## src/rtl/reg_access_sequencer.sv

```systemverilog
// Sequences the register-file bus strobes (select, out, in, Y load, ALU start)
// for one instruction at a time, with ALU timeout, field checking and abort.
module reg_access_sequencer (
  input  logic        clock,
  input  logic        clear,
  input  logic        start,
  input  logic [31:0] ir,
  input  logic [1:0]  op_class,
  input  logic        alu_ready,
  input  logic        abort,
  output logic [3:0]  reg_sel,
  output logic        r_out,
  output logic        r_in,
  output logic        y_load,
  output logic        alu_go,
  output logic        busy,
  output logic        done,
  output logic        error
);
  typedef enum logic [2:0] {IDLE, RD_A, RD_B, RD_C, WAIT_ALU, WR_A, DONE} state_t;

  localparam logic [3:0] NO_REG = 4'b1111;

  state_t     state, state_nx;
  logic [3:0] ra_q, rb_q, rc_q;
  logic [1:0] cls_q;
  logic [3:0] wcnt;
  logic       err_q, err_nx;
  logic       bad_field;
  logic       unused_ir;

  // Only the three register fields matter to the sequencer.
  assign unused_ir = ^{ir[31:27], ir[14:0]};

  // A field is only checked when the requested class actually uses it.
  always_comb begin
    bad_field = (ir[26:23] == NO_REG);
    if (op_class[1] == 1'b0 && ir[22:19] == NO_REG) bad_field = 1'b1;
    if (op_class == 2'b00 && ir[18:15] == NO_REG)   bad_field = 1'b1;
  end

  always_comb begin
    state_nx = state;
    err_nx   = 1'b0;
    case (state)
      IDLE:
        if (start) begin
          if (bad_field) begin
            state_nx = DONE;
            err_nx   = 1'b1;
          end else begin
            case (op_class)
              2'b10:   state_nx = RD_A;
              2'b11:   state_nx = WR_A;
              default: state_nx = RD_B;
            endcase
          end
        end
      RD_A:     state_nx = DONE;
      RD_B:     state_nx = (cls_q == 2'b00) ? RD_C : WAIT_ALU;
      RD_C:     state_nx = WAIT_ALU;
      WAIT_ALU:
        if (alu_ready) state_nx = WR_A;
        else if (wcnt == 4'hF) begin
          state_nx = DONE;
          err_nx   = 1'b1;
        end
      WR_A:     state_nx = DONE;
      DONE:     state_nx = IDLE;
      default:  state_nx = IDLE;
    endcase
    // Abort wins over ALU completion and timeout.
    if (abort && state != IDLE) begin
      state_nx = IDLE;
      err_nx   = 1'b0;
    end
  end

  always_ff @(posedge clock or negedge clear) begin
    if (!clear) begin
      state <= IDLE;
      ra_q  <= '0;
      rb_q  <= '0;
      rc_q  <= '0;
      cls_q <= '0;
      wcnt  <= '0;
      err_q <= 1'b0;
    end else begin
      state <= state_nx;
      err_q <= err_nx;
      // Counter only advances while staying in WAIT_ALU, so it is zero on entry.
      wcnt  <= (state == WAIT_ALU && state_nx == WAIT_ALU) ? wcnt + 4'd1 : 4'd0;
      if (state == IDLE && start) begin
        ra_q  <= ir[26:23];
        rb_q  <= ir[22:19];
        rc_q  <= ir[18:15];
        cls_q <= op_class;
      end
    end
  end

  // An aborting cycle drives no strobes and no completion.
  always_comb begin
    reg_sel = NO_REG;
    r_out   = 1'b0;
    r_in    = 1'b0;
    y_load  = 1'b0;
    alu_go  = 1'b0;
    done    = 1'b0;
    error   = 1'b0;
    busy    = (state != IDLE);
    if (!abort) begin
      case (state)
        RD_A: begin
          reg_sel = ra_q;
          r_out   = 1'b1;
        end
        RD_B: begin
          reg_sel = rb_q;
          r_out   = 1'b1;
          y_load  = (cls_q == 2'b00);
          alu_go  = (cls_q == 2'b01);
        end
        RD_C: begin
          reg_sel = rc_q;
          r_out   = 1'b1;
          alu_go  = 1'b1;
        end
        WR_A: begin
          reg_sel = ra_q;
          r_in    = 1'b1;
        end
        DONE: begin
          done  = 1'b1;
          error = err_q;
        end
        default: ;
      endcase
    end
  end
endmodule
```

## config.mk

```make
export PLATFORM = sky130hd
export DESIGN_NAME = reg_access_sequencer
export DESIGN_NICKNAME = d
export VERILOG_FILES = /design/src/rtl/reg_access_sequencer.sv
export SDC_FILE = /design/constraint.sdc
export NUM_CORES = 1
export LEC_CHECK = 0
export BUFFER_PORTS_ARGS = -buffer_cell sky130_fd_sc_hd__buf_2
export CORE_MARGIN = 2
export CORE_UTILIZATION = 47
export DETAILED_ROUTE_END_ITERATION = 8
export GPL_ROUTABILITY_DRIVEN = 0
export PLACE_DENSITY_LB_ADDON = 0.2
export SLEW_MARGIN = 25
export SYNTH_ARGS = -nofsm -noshare
export SYNTH_HDL_FRONTEND = slang
export SYNTH_SLANG_ARGS = --single-unit
export TNS_END_PERCENT = 10
```

## constraint.sdc

```tcl
create_clock -name clock -period 1.9 [get_ports clock]
set_input_delay 0.38 -clock clock [delete_from_list [all_inputs] [get_ports clock]]
set_output_delay 0.38 -clock clock [all_outputs]
set_load 0.1 [all_outputs]
```

* After elaboration in Yosys (flattened, before gate mapping) *
Index checks and enable logic that the tools add are counted.

word-level totals
  register bits after elaboration = 22
  input port bits = 39
  output and inout port bits = 11
  word-level logic and storage cells = 65

operators by class
  $add $sub $neg = 1
  equal/unequal tests = 14
  mux-type cells = 31
  bitwise logic cells = 1
  reduce and logical (&&, ||, !) cells = 11

operators by type and width
  operator               number
  $mux W1                18
  $mux W3                6
  $eq A4 B4 Y1 const B   4
  $pmux W3 S5            1
  $eq A3 B3 Y1 const B   4
  $pmux W4 S3            1
  $mux W4                2
  $eq A3 B2 Y1 const B   2
  $pmux W3 S2            1
  $logic_and A1 B1 Y1    5
  $add A4 B1 Y4 const B  1
  $eq A2 B2 Y1 const B   2
  $logic_not A2 Y1       2
  $pmux W1 S2            2
  $eq A3 B1 Y1 const B   1
  $logic_not A3 Y1       1
  $reduce_bool A3 Y1     1
  $reduce_or A3 Y1       1
  $eq A2 B1 Y1 const B   1
  $reduce_or A2 Y1       1
  $not A1 Y1             1

* Longest topological paths before layout *
  depth in word-level cells = 11
  mapped depth = 5
  gate-level depth less buffers = 4

* Worst setup path before layout *
No wires, ideal clock.

  path type = register -> output
  start point = register state[2]
  end point = output error
  arrival = 3,894 ps
  required time = 1,520 ps
  slack = -2,374 ps
  stages on the path, launching flop included = 4
  path buffers = 0
  cell sequence = dfrtp_1 -> or2b_1 -> nor3b_1 -> and2_1

between the ends
  longest elaborated chain between the ends = 3

ends and longest elaborated chain
  item                    line  text
  start, declared         24    state_t state, state_nx;
  start signal, assigned  89    state <= state_nx;
  $eq A3 B3 Y1            113   case (state)
  $mux W1                 113
  $mux W1                 112   if (!abort) begin
  end, declared           18    output logic error

Every way passes these cells.

* Worst setup path in the final report *
  start point = register state[0]
  end point = output busy

between the ends
  longest elaborated chain between the ends = 1

ends and longest elaborated chain
  item                line  text
  $reduce_bool A3 Y1  111   busy = (state != IDLE);
  end, declared       16    output logic busy,

Every way passes these cells.

==> flow_metrics.py <==
metrics = {
    "drt": {
        "wl_per_cell_um": 16.0,
        "wl_um": 2860,
        "drtPass1Iterations": 4,
        "drc_errors": 0,
        "drt_iter0_drc": 33,
        "final_antenna_net_count": 0,
        "via_count": 986,
        "vias_per_cell": 5.51,
    },
    "cells_and_area": {
        "final_util_pct": 70.1,
        "nets": 190,
        "most-common-layout-cells": "dfrtp_1, buf_2, mux2_2",
        "final_common_cell": "dfrtp_1",
        "n_antenna_cell": 0,
        "drive_above_1_share_pct": 55.0,
        "stdcell_area_um2": 1720,
        "syn_to_final_growth_pct": 43.3,
    },
    "yosys": {
        "synth_area_per_cell_um2": 10.9,
        "ys_warn_count": 0,
        "yosys_register_bits": 22,
        "syn-cell-area_um2": 1200,
        "ys.flop_type": "dfrtp_1",
        "synth_edf_count": 0,
        "syn_nets": 150,
        "ys_seq_area_share_pct": 45.8,
        "ys_types": 36,
        "syn_inst": 110,
        "postSynth.asyncResetShare_pct": 100,
    },
    "clock_network": {
        "postCtsHoldBufs": 0,
        "worstSkewPairLatency_ps": 320,
        "cts-root-buf": "clkbuf_4",
        "clkTransAtPathRegs_ps": 140,
        "cts_tree": "yes",
        "clock-sinks": 22,
        "cts_buffers": 3,
        "htree_levels": 1,
        "cts_buffer_depth": 2,
    },
    "place": {
        "place_ws_ps": 111,
        "dpl.hpwl_um": 2030,
        "port_buffers": 29,
        "placed_area_um2": 1590,
    },
    "power_and_ir_drop": {
        "combPwrFrac_pct": 62.9,
        "pwr-share-seq_pct": 28.1,
        "p_leak_nw": 0.752,
        "powerDensity_nw_per_um2": 1710,
        "power_mw": 2.95,
        "netSwitchingPower_mw": 1.31,
        "switching_share_pct": 44.5,
        "irDropWorstVdd_v": 0.00157,
        "p_int_mw": 1.64,
        "clkPwrFrac_pct": 9.0,
    },
    "timing": {
        "finalClockSkew_ps": 17.2,
        "hold_ws_ps": 0.424,
        "slew_headroom_pct": 67.1,
        "rsz0062_at_grt": "true",
        "period_share_pct": 106,
        "fin_ws_ps": -108,
        "setup_viol": 10,
        "fin_crit_ps": 2010,
        "worst_pin_slew_ps": 493,
        "clock.fmax_mhz": 498,
        "final_max_slew_viol_count": 0,
        "hold_viol_final": 0,
    },
    "global_routing": {
        "grt_max_degree": 23,
        "first_global_vias": 1087,
        "grt_usage_pct": 23.3,
        "antenna_found_initial": 0,
        "grt_pass1_wl_um": 4820,
        "overflow": 0,
    },
    "floorplan": {
        "rows": 18,
        "die_h_um": 54.6,
        "start_util_pct": 48.9,
        "ios": 50,
        "die_area_um2": 2980,
        "core_um2": 2450,
        "fp.dieW_um": 54.6,
    },
    "critical_path": {
        "r2r-start": "state[0]$_DFF_PN0_",
        "required_ps": 1520,
        "critPathArrivalTime_ps": 1630,
        "critical_path.max_fanout": 5,
        "cpMostUsedCell": "buf_4",
        "slowest_delay_ps": 460,
        "endpoint_kind": "primary output",
        "path_cells": "buf_4 -> buf_4 -> or3_4 -> buf_12",
        "cp-startpoint": "state[0]$_DFF_PN0_",
        "worstSetupPathType": "reg -> out",
        "worst_setup_path_start_kind": "register",
        "critPathSlowestCell": "dfrtp_2",
        "reg2reg_setup_slack_ps": -10,
    },
    "outcome": {
        "violations": "negative setup slack",
        "outcome": "finished with violations",
    },
    "min_path": {
        "hp-class": "in -> async",
    },
    "flow_run": {
        "max_cap_violations": 0,
    },
}
==> per-layer routing <==
layer  GRT usage (%)  share of wire, %
met1            29.0                43
met2            38.4                51
met3            3.83               4.0
met4            12.9               1.6
met5               0                 0
==> synth_stat cells, drive strengths merged, types with 2 or more instances <==
master	instances	area [um^2]
inv	3	11.3
o21ai	5	28.8
nand2b	8	50.1
o22ai	5	31.3
nor3b	3	22.5
mux2	17	191
nand4	2	12.5
and2	2	12.5
buf	3	23.8
nand2	3	11.3
nand3	2	10.0
nor2	12	61.3
dfrtp	22	551
a21oi	5	25.0
==> path summary, 6_finish.rpt <==
path	cells past startpoint	endpoint
setup / recovery	4	busy
hold / removal	1	rb_q[2]$_DFFE_PN0P_
setup reg to reg	5	ra_q[1]$_DFFE_PN0P_
hold reg to reg	1	wcnt[0]$_DFF_PN0_
max in group asynchronous	1	state[1]$_DFF_PN0_
min in group clock	2	rc_q[2]$_DFFE_PN0P_
==> registers in the layout, summed over array words and instances (netlist names) <==
signal,count
ra_q,4
rb_q,4
rc_q,4
wcnt,4
state,3
cls_q,2
err_q,1
==> cell families after synthesis <==
logic type / Yosys count / synth area share (%)
buffers and inverters: 7 / 3.23
AND/OR/NAND/NOR: 42 / 22.3
adder cells (fa/ha/maj): 1 / 1.04
AO/OA/AOI/OAI: 19 / 10.2
flip-flops: 22 / 45.8
XOR/XNOR: 2 / 1.46
multiplexers: 17 / 15.9
==> critical path: cells and delay by family, from the launching register on <==
kind	cells	cell delay [ps]
buffers and inverters	3	480
DFF	1	460
and+or+nand+nor	1	370
==> power groups by stage <==
stage / Sequential, mW / Combinational [mW] / Clock [mW]
after floorplan: 0.760 / 1.22 / 0
after global placement: 0.834 / 1.58 / 0
after detailed placement: 0.847 / 1.62 / 0
after CTS: 0.816 / 1.79 / 0.265
after global routing: 0.858 / 1.96 / 0.282
final: 0.827 / 1.85 / 0.265
==> cell type report <==
type                            count  area (um^2)
Clock buffer                        4         36.3
Timing Repair Buffer               39          398
Tap cell                           30         37.5
Inverter                            3         11.3
Multi-Input combinational cell     81          686
Fill cell                         176          733
Sequential cell                    22          553
==> repair_timing <==
action                     CTS  global route
gates resized for setup      6             6
setup buffers                6             0
pin swaps                    2             1
setup endpoints to repair   10            24
==> metrics by stage <==
step                      TNS (ps)  std cells
after floorplan              -2430        110
after global placement           0        169
after detailed placement         0        169
after CTS                     -622        179
after global routing         -1760        179
final                         -634        179
No activity file was read; power rests on OpenSTA's default activity.
